`src/rtl/pipe_skid_stage_pkg.sv`:
```
// -----------------------------------------------------------------------------
// pipe_skid_stage_pkg
//   Shared definitions for the elastic inter-stage pipeline registers of the
//   MIPS core: handshake FSM state encoding, packed payload bundles per stage
//   boundary, their widths and their bubble (NOP) images.
// -----------------------------------------------------------------------------
package pipe_skid_stage_pkg;

  // Handshake FSM states. The encoding equals the number of held entries,
  // so occupancy falls straight out of the state register.
  typedef enum logic [1:0] {
    ST_EMPTY = 2'd0,
    ST_ONE   = 2'd1,
    ST_FULL  = 2'd2
  } state_t;

  // Fields used to build the bubble images.
  localparam logic [4:0] NOP_REG_ADDR  = 5'd0;
  localparam logic       WRITE_DISABLE = 1'b0;
  localparam logic [7:0] EXE_NOP_OP    = 8'b0000_0000;

  // IF/ID boundary payload.
  typedef struct packed {
    logic [31:0] pc;
    logic [31:0] inst;
  } if_id_t;

  // EX/MEM boundary payload.
  typedef struct packed {
    logic [4:0]  wd;
    logic        wreg;
    logic [31:0] wdata;
    logic        whilo;
    logic [31:0] hi;
    logic [31:0] lo;
    logic [7:0]  aluop;
    logic [31:0] mem_addr;
    logic [31:0] excepttype;
  } ex_mem_t;

  localparam int IF_ID_W  = $bits(if_id_t);
  localparam int EX_MEM_W = $bits(ex_mem_t);

  // Bubble images: write to r0 with writes disabled and a NOP ALU op, so a
  // downstream stage consuming the payload without checking valid is harmless.
  localparam if_id_t IF_ID_NOP = '0;
  localparam ex_mem_t EX_MEM_NOP = '{
    wd:      NOP_REG_ADDR,
    wreg:    WRITE_DISABLE,
    aluop:   EXE_NOP_OP,
    default: '0
  };

  // Number of entries held in a given FSM state.
  function automatic logic [1:0] state_occupancy(input state_t s);
    case (s)
      ST_ONE:  return 2'd1;
      ST_FULL: return 2'd2;
      default: return 2'd0;
    endcase
  endfunction

endpackage

```
`src/rtl/pipe_skid_stage_side.sv`:
```
// -----------------------------------------------------------------------------
// pipe_side_reg
//   Side-state register carrying a multi-cycle operation's partial result
//   (HI/LO accumulator + cycle count) across stall cycles.
//
//   clk, rst     : clock, synchronous active-high reset
//   flush        : exception flush, clears the state
//   hold         : execute unit is mid-operation, capture load_value
//   up_xfer      : an upstream transfer happens this cycle
//   load_value   : state presented by the execute unit
//   value        : registered state fed back to the execute unit
// -----------------------------------------------------------------------------
module pipe_side_reg
  import pipe_skid_stage_pkg::*;
#(
  parameter int SIDE_W = 66
) (
  input  logic              clk,
  input  logic              rst,
  input  logic              flush,
  input  logic              hold,
  input  logic              up_xfer,
  input  logic [SIDE_W-1:0] load_value,
  output logic [SIDE_W-1:0] value
);

  // NOTE: sequential state is written with non-blocking assignments only, so
  // every register samples pre-edge values regardless of block ordering.
  always_ff @(posedge clk) begin
    if (rst || flush) begin
      // Aborting mid-operation: the execute unit restarts from count 0.
      value <= '0;
    end else if (hold) begin
      value <= load_value;
    end else if (up_xfer) begin
      // A new instruction enters the stage: stale state must not leak into it.
      value <= '0;
    end
  end

endmodule

```
`src/rtl/pipe_skid_stage.sv`:
```
// -----------------------------------------------------------------------------
// pipe_skid_stage
//   Elastic valid/ready pipeline register for one inter-stage boundary.
//   SKID_EN=1: main + skid register, up_ready comes from a flop.
//   SKID_EN=0: single entry, up_ready = dn_ready | ~dn_valid (combinational).
//
//   clk, rst            : clock, synchronous active-high reset
//   flush               : exception flush, discards all held entries
//   up_valid/up_data    : upstream payload, up_ready accepts it
//   dn_valid/dn_data    : downstream payload (NOP_VALUE when not valid)
//   dn_ready            : downstream accepts this cycle
//   side_i/side_hold    : multi-cycle state from the execute unit + keep request
//   side_o              : side state fed back to the execute unit
//   occupancy           : held entries, 0..2
// -----------------------------------------------------------------------------
module pipe_skid_stage
  import pipe_skid_stage_pkg::*;
#(
  parameter int                DATA_W    = 160,
  parameter int                SIDE_W    = 66,
  parameter logic [DATA_W-1:0] NOP_VALUE = {DATA_W{1'b0}},
  parameter bit                SKID_EN   = 1'b1
) (
  input  logic              clk,
  input  logic              rst,
  input  logic              flush,
  input  logic              up_valid,
  input  logic [DATA_W-1:0] up_data,
  output logic              up_ready,
  output logic              dn_valid,
  output logic [DATA_W-1:0] dn_data,
  input  logic              dn_ready,
  input  logic [SIDE_W-1:0] side_i,
  input  logic              side_hold,
  output logic [SIDE_W-1:0] side_o,
  output logic [1:0]        occupancy
);

  state_t            state_q;
  logic [DATA_W-1:0] main_q;
  logic [DATA_W-1:0] skid_q;
  logic              dn_valid_q;
  logic              up_ready_q;
  logic              up_xfer;
  logic              dn_xfer;

  assign up_xfer = up_valid & up_ready;
  assign dn_xfer = dn_valid_q & dn_ready;

  // The ready flop is preloaded to 1 during reset and masked by rst, so the
  // stage reads not-ready while in reset and ready on the first cycle after.
  assign up_ready  = ~rst & (SKID_EN ? up_ready_q : (dn_ready | ~dn_valid_q));
  assign dn_valid  = dn_valid_q;
  assign dn_data   = main_q;
  assign occupancy = state_occupancy(state_q);

  // Reset and flush produce identical register images; keeping them in one
  // branch guarantees neither falls through into the handshake logic.
  always_ff @(posedge clk) begin
    if (rst || flush) begin
      // NOTE: the payload registers are reset (not just the valid bit) because
      // downstream may consume dn_data without looking at dn_valid.
      state_q    <= ST_EMPTY;
      main_q     <= NOP_VALUE;
      skid_q     <= NOP_VALUE;
      dn_valid_q <= 1'b0;
      up_ready_q <= 1'b1;
    end else begin
      unique case (state_q)
        ST_EMPTY: begin
          if (up_xfer) begin
            main_q     <= up_data;
            dn_valid_q <= 1'b1;
            state_q    <= ST_ONE;
          end
        end
        ST_ONE: begin
          if (up_xfer && dn_xfer) begin
            main_q <= up_data;
          end else if (dn_xfer) begin
            main_q     <= NOP_VALUE;
            dn_valid_q <= 1'b0;
            state_q    <= ST_EMPTY;
          end else if (up_xfer && SKID_EN) begin
            // Downstream stalled while upstream still had the registered
            // ready: park the new item in the skid slot.
            skid_q     <= up_data;
            up_ready_q <= 1'b0;
            state_q    <= ST_FULL;
          end
        end
        ST_FULL: begin
          if (dn_xfer) begin
            main_q     <= skid_q;
            skid_q     <= NOP_VALUE;
            up_ready_q <= 1'b1;
            state_q    <= ST_ONE;
          end
        end
        default: begin
          state_q    <= ST_EMPTY;
          main_q     <= NOP_VALUE;
          skid_q     <= NOP_VALUE;
          dn_valid_q <= 1'b0;
          up_ready_q <= 1'b1;
        end
      endcase
    end
  end

  pipe_side_reg #(
    .SIDE_W (SIDE_W)
  ) u_side (
    .clk        (clk),
    .rst        (rst),
    .flush      (flush),
    .hold       (side_hold),
    .up_xfer    (up_xfer),
    .load_value (side_i),
    .value      (side_o)
  );

endmodule

```
`config.mk`:
```
export PLATFORM = sky130hd
export DESIGN_NAME = pipe_skid_stage
export DESIGN_NICKNAME = d
export VERILOG_FILES = /design/src/rtl/pipe_skid_stage_pkg.sv /design/src/rtl/pipe_skid_stage_side.sv /design/src/rtl/pipe_skid_stage.sv
export SDC_FILE = /design/constraint.sdc
export NUM_CORES = 1
export LEC_CHECK = 0
export ABC_AREA = 0
export CAP_MARGIN = 30
export CORE_MARGIN = 2
export CORE_UTILIZATION = 44
export CTS_BUF_LIST = sky130_fd_sc_hd__clkbuf_8
export CTS_CLUSTER_DIAMETER = 80
export DETAILED_ROUTE_END_ITERATION = 12
export HOLD_SLACK_MARGIN = 0.06
export PLACE_DENSITY = 0.84
export SYNTH_ARGS = -nofsm -noshare
export SYNTH_HDL_FRONTEND = slang
export SYNTH_HIERARCHICAL = 1
export SYNTH_SLANG_ARGS = --single-unit
```
`constraint.sdc`:
```
create_clock -name clk -period 2.1 [get_ports clk]
set_clock_uncertainty 0.2 [all_clocks]
set_input_delay 0.315 -clock clk [delete_from_list [all_inputs] [get_ports clk]]
set_output_delay 0.315 -clock clk [all_outputs]
set_load 0.03 [all_outputs]
```
==> metrics.txt, run 1 <==
FILL cells 3320; WP data required 2430 ps; setup violators final 0; Ys Warns 6; Post-Synthesis Cell Area around 19000 um^2; drt via density 5.93; Worst slew margin 0.576; Synth Area in Adders 0; sequential share of power 0.437; post-synthesis to final-layout area growth 42.6%; DRT Pass-1 Iters 8; switching share of power 0.276; Peak VDD IR 0.000477 V; most common library cell in the layout ignoring fill and taps nand2_1; WL per Instance 20.2 um; post-synth net total 2550; layout cell share with drive strength beyond 1 0.0802; total track usage 0.300; placement row count 76; Max-Cap Viols 0; hold_sp up_data[82]; switching pwr between 0.004 and 0.005 W; flops & latches, synth between 300 and 400; core region area 42800 um^2; Sink Count 390; post-layout util 0.632; Comb pwr share 0.148; worst-path fanout max approximately 70; pwr dens about 640 nW/um^2; HP Class in -> reg; fmax 0.485 GHz; post-place setup slack -294 ps; DP Cell Count 3184; Startpoint Class flip-flop; gr ovfl total 0; simple-gate share of the synthesized area 0.179; number of global-route vias before repair 20300; Starting Density 0.443; data arrival time of the critical path about 2400 ps; CP Launch Point up_ready_q; period utilization 0.981; crit path kind reg -> reg; PortBufs 461; status complete, no violations; Design Area, Final 27000 um^2; Post-layout nets a little over 3000; DRC 0; Post-DP Area 24500 um^2; largest family of logic cells by synthesized area simple AND/OR/NAND/NOR gates; Synth Area in Compound Gates 0.179; Int Pwr 0.0125 W; Starting DRT DRC Count around 2200; Syn Inst Count around 2300; Min Hold Slack 106 ps; Netlist cell types 30; largest net degree at the start of global routing 101; TritonCTS Buffers 68; xor/xnor cell area share of the yosys netlist 0.000462; clk slew on worst S/H paths approximately 70 ps; final slew viol count 0; DIE WIDTH 212 um; clk_lat worst skew 640 ps; Mapped Avg Cell Area 8.18 um^2; CTS tree done; Leak 11.2 nW; vias 20400; HPWL Detailed approximately 42 mm; minimum clock period between 2000 and 2500 ps; most frequent cells in the layout nand2_1, dfxtp_1, mux2i_1; Die Ht 212 um; Final Hold Fails 0; GP Congestion approximately 0.88; Reg2Reg Launch Point up_ready_q; CTS root buf clkbuf_8; Non-Filler Instances between 3000 and 4000; RSZ-0062 raised after global routing false; first-pass GRT wire length 109 mm; multiplexer share of the synthesized area 0.169; register area share after synthesis 0.412; Worst Slack Setup Final 39.3 ps; IO Pins between 400 and 500; clock share of power 0.415; CTS max path bufs 3; initial antenna violation count 5; die area 44800 um^2; Slew @ Worst Pin 635 ps; H-tree Lvls 3; antenna viol nets, final 0; final wirelength ~69 mm; CP Capture Type flip-flop
==> kinds of logic after synthesis <==
logic type	after synthesis
compound gates	557
xor+xnor	1
buf+inv	246
flops	390
mux	320
simple gates	804
==> layout make-up <==
| cell class | count | area (um^2) | area share |
|---|---|---|---|
| repair buffers | 699 | 7070 | 0.261 |
| multi-input cells | 1683 | 10100 | 0.373 |
| diodes | 4 | 10.0 | 0.000370 |
| inverters | 2 | 7.51 | 0.000278 |
| clock buffers | 85 | 1170 | 0.0433 |
| well taps | 546 | 683 | 0.0253 |
| flip-flops and latches | 390 | 7820 | 0.289 |
| clock inverters | 34 | 211 | 0.00782 |
==> layer usage <==
layer,track usage,wire [um],vias to the layer above
met5,0,26,-
met4,0.203,4720,4
met3,0.0788,5610,376
met2,0.488,32700,1200
met1,0.348,26300,9660
li1,-,-,9182
==> through the flow <==
stage                     TNS (ps)  total power (W)
after CTS                        0           0.0173
after global placement      -47100           0.0100
final                            0           0.0173
after detailed placement    -59090           0.0101
after global routing             0           0.0180
after floorplan                  0          0.00890
==> critical path, cell delays in order, from the launching register on <==
cell	delay, ps
dfxtp_1	350
nand3b_1	210
clkinv_1	180
buf_12	200
or3b_1	450
a21oi_1	280
==> what timing repair did <==
action	in CTS	in global routing
cloned	0	2
gates resized for setup	232	13
hold buffers	131	0
endpoints found under the hold margin	132	0
setup endpoints to repair	230	17
pin swaps	0	0
setup buffers	3	0
==> flip-flops by register name (all words and copies together) (netlist names) <==
signal	count
dn_data	160
u_side/value	66
skid_q	160
up_ready_q	1
dn_valid	1
state_q	2
==> path summary, 6_finish.rpt <==
kind	slack (ps)	endpoint	cells past startpoint
max	40	u_side/value[22]	5
min	110	skid_q[82]	3
max reg2reg	40	u_side/value[22]	5
min reg2reg	260	skid_q[93]	2
==> power groups by stage <==
stage / Combinational [W] / Sequential, W / Clock [W]
CTS: 0.00248 / 0.00757 / 0.00726
global route: 0.00272 / 0.00758 / 0.00765
floorplan: 0.000969 / 0.00793 / 0
global placement: 0.00228 / 0.00773 / 0
detailed placement: 0.00232 / 0.00774 / 0
finish: 0.00256 / 0.00758 / 0.00718
==> cell usage after synthesis, drive strengths merged <==
master,n,area share
and2b,1,0.00040
nor4bb,1,0.00053
o32ai,152,0.070
and2,2,0.00066
nand3b,1,0.00040
buf,90,0.030
nor3,10,0.0026
nand3,1,0.00026
xor2,1,0.00046
dfxtp,390,0.41
a21oi,231,0.061
mux2i,320,0.17
nand2,700,0.14
or3b,66,0.030
clkbuf,154,0.031
o21a,2,0.00079
a22o,1,0.00046
or2,2,0.00066
nand2b,3,0.00099
nor2,15,0.0031
o21ai,170,0.045
inv,2,0.00040
a221oi,1,0.0014
nor2b,2,0.00066
Note: power is estimated with default switching activity, not from simulation.
==> run 2, diff against run 1 <==
--- a/config.mk
+++ b/config.mk
@@ -14,6 +14,7 @@
 export DETAILED_ROUTE_END_ITERATION = 12
 export HOLD_SLACK_MARGIN = 0.06
 export PLACE_DENSITY = 0.84
+export SETUP_SLACK_MARGIN = 0.02
 export SYNTH_ARGS = -nofsm -noshare
 export SYNTH_HDL_FRONTEND = slang
 export SYNTH_HIERARCHICAL = 1
==> metrics.txt, run 2 (synthesis gave the netlist of run 1 again) <==
status complete, no violations; PortBufs 461 (unchanged); FILL cells 3318 (-0.060%); most common library cell in the layout ignoring fill and taps nand2_1; placement row count 76 (unchanged); layout cell share with drive strength beyond 1 0.0805 (+0.000346); Int Pwr 0.0125 W (about the same); Total Power 0.0173 W (+0.12%); Max-Cap Viols 0 (unchanged); minimum clock period 2040 ps (-16.9 ps); RSZ-0062 raised after global routing true; Peak VDD IR 0.000478 V (+0.15%); DRT Pass-1 Iters 6 (-2); WP data required 2430 ps (about the same); DIE WIDTH 212 um (unchanged); Post-DP Area 24500 um^2 (unchanged); CTS tree done; post-place setup slack -294 ps (unchanged); worst-path fanout max 68 (unchanged); Die Ht 212 um (unchanged); H-tree Lvls 3 (unchanged); DRC 0 (unchanged); gr ovfl total 0 (unchanged); switching share of power 0.277 (+0.000867); IO Pins 462 (unchanged); TritonCTS Buffers 68 (unchanged); period utilization 0.973 (-0.00806); Non-Filler Instances 3444 (+0.029%); CP Capture Type flip-flop; most frequent cells in the layout nand2_1, dfxtp_1, mux2i_1; Final Hold Fails 0 (unchanged); DP Cell Count 3184 (unchanged); Worst slew margin 0.569 (-0.00692); setup violators final 0 (unchanged); vias 20400 (-0.10%); initial antenna violation count 5 (unchanged); first-pass GRT wire length 109 mm (about the same); Startpoint Class flip-flop; pwr dens 641 nW/um^2 (about the same); drt via density 5.92 (-0.13%); CTS max path bufs 3 (unchanged); Starting DRT DRC Count 2160 (-4.0%); post-synthesis to final-layout area growth 42.7% (about the same); core region area 42800 um^2 (unchanged); clk_lat worst skew 640 ps (about the same); switching pwr 0.00480 W (+0.44%); final slew viol count 0 (unchanged); clock share of power 0.415 (about the same); total track usage 0.301 (about the same); antenna viol nets, final 0 (unchanged); HPWL Detailed 42.1 mm (unchanged); crit path kind reg -> reg; Design Area, Final 27100 um^2 (about the same); number of global-route vias before repair 20300 (+0.049%); Slew @ Worst Pin 646 ps (+10.4 ps); die area 44800 um^2 (unchanged); fmax 0.489 GHz (+0.83%); Leak 11.2 nW (about the same); Post-layout nets 3076 (unchanged); HP Class in -> reg; Starting Density 0.443 (unchanged); WL per Instance 20.1 um (about the same); Worst Slack Setup Final 56.2 ps (+16.9 ps); Sink Count 390 (unchanged); final wirelength 69.4 mm (about the same); Comb pwr share 0.148 (about the same); clk slew on worst S/H paths 70 ps (about the same); data arrival time of the critical path 2370 ps (-20 ps); CTS root buf clkbuf_8; GP Congestion 0.884 (unchanged); largest net degree at the start of global routing 101 (unchanged); sequential share of power 0.437 (about the same)
[run 2: changes by cell type in the layout (fill, tap and decap cells not counted)]
cell             before  now
diode_2               4    5
dfxtp_2               1    2
dlygate4sd2_1       223  220
clkdlybuf4s15_1       2    5
dfxtp_1             387  386
[run 2: worst paths after layout]
kind	cells after the start	slack [ps]	from	to
setup reg to reg	5	60	up_ready_q	u_side/value[22]
setup / recovery	5	60	up_ready_q	u_side/value[22]
hold / removal	3	100	up_data[105]	skid_q[105]
hold reg to reg	2	260	skid_q[93]	skid_q[93]
[run 2: power by group through the flow]
| stage | Clock [W] | Combinational [W] | Sequential (W) |
|---|---|---|---|
| floorplan | 0 | 0.000969 | 0.00793 |
| global placement | 0 | 0.00228 | 0.00773 |
| detailed placement | 0 | 0.00232 | 0.00774 |
| CTS | 0.00726 | 0.00248 | 0.00757 |
| global route | 0.00765 | 0.00272 | 0.00758 |
| finish | 0.00720 | 0.00257 | 0.00758 |
[run 2: final cells by class]
type	count	area, um^2	area share
multi-input combinational	1683	10100	0.373
inverter	2	7.51	0.000277
tap	546	683	0.0253
clock buffer	85	1170	0.0432
timing repair buffer	699	7070	0.261
clock inverter	34	211	0.00782
antenna	5	12.5	0.000462
sequential	390	7820	0.289
[run 2: stage by stage]
step,setup TNS [ps],hold slack (ps),utilization
after floorplan,0,238,-
after global placement,-47100,243,0.573
after detailed placement,-59090,251,0.573
after CTS,0,60.2,0.630
after global routing,0,87.0,0.632
final,0,103,0.632
[run 2: timing repair]
action	CTS	global route
setup buffers	3	0
hold buffers	131	0
cloned	0	2
gates resized for setup	235	14
endpoints found under the setup margin	231	22
endpoints found under the hold margin	132	0
pin swaps	0	1
[run 2: routing by layer]
layer  global-route usage  routed length, um
met3               0.0786               5660
met4                0.202               4730
met1                0.348              26300
met2                0.490              32600
met5                    0                 27
[run 2: critical path, cell delays in order (launching register included)]
cell and delay, ps:
dfxtp_2 340, nand3b_1 190, clkinv_1 190, buf_12 200, or3b_1 460, a21oi_1 270
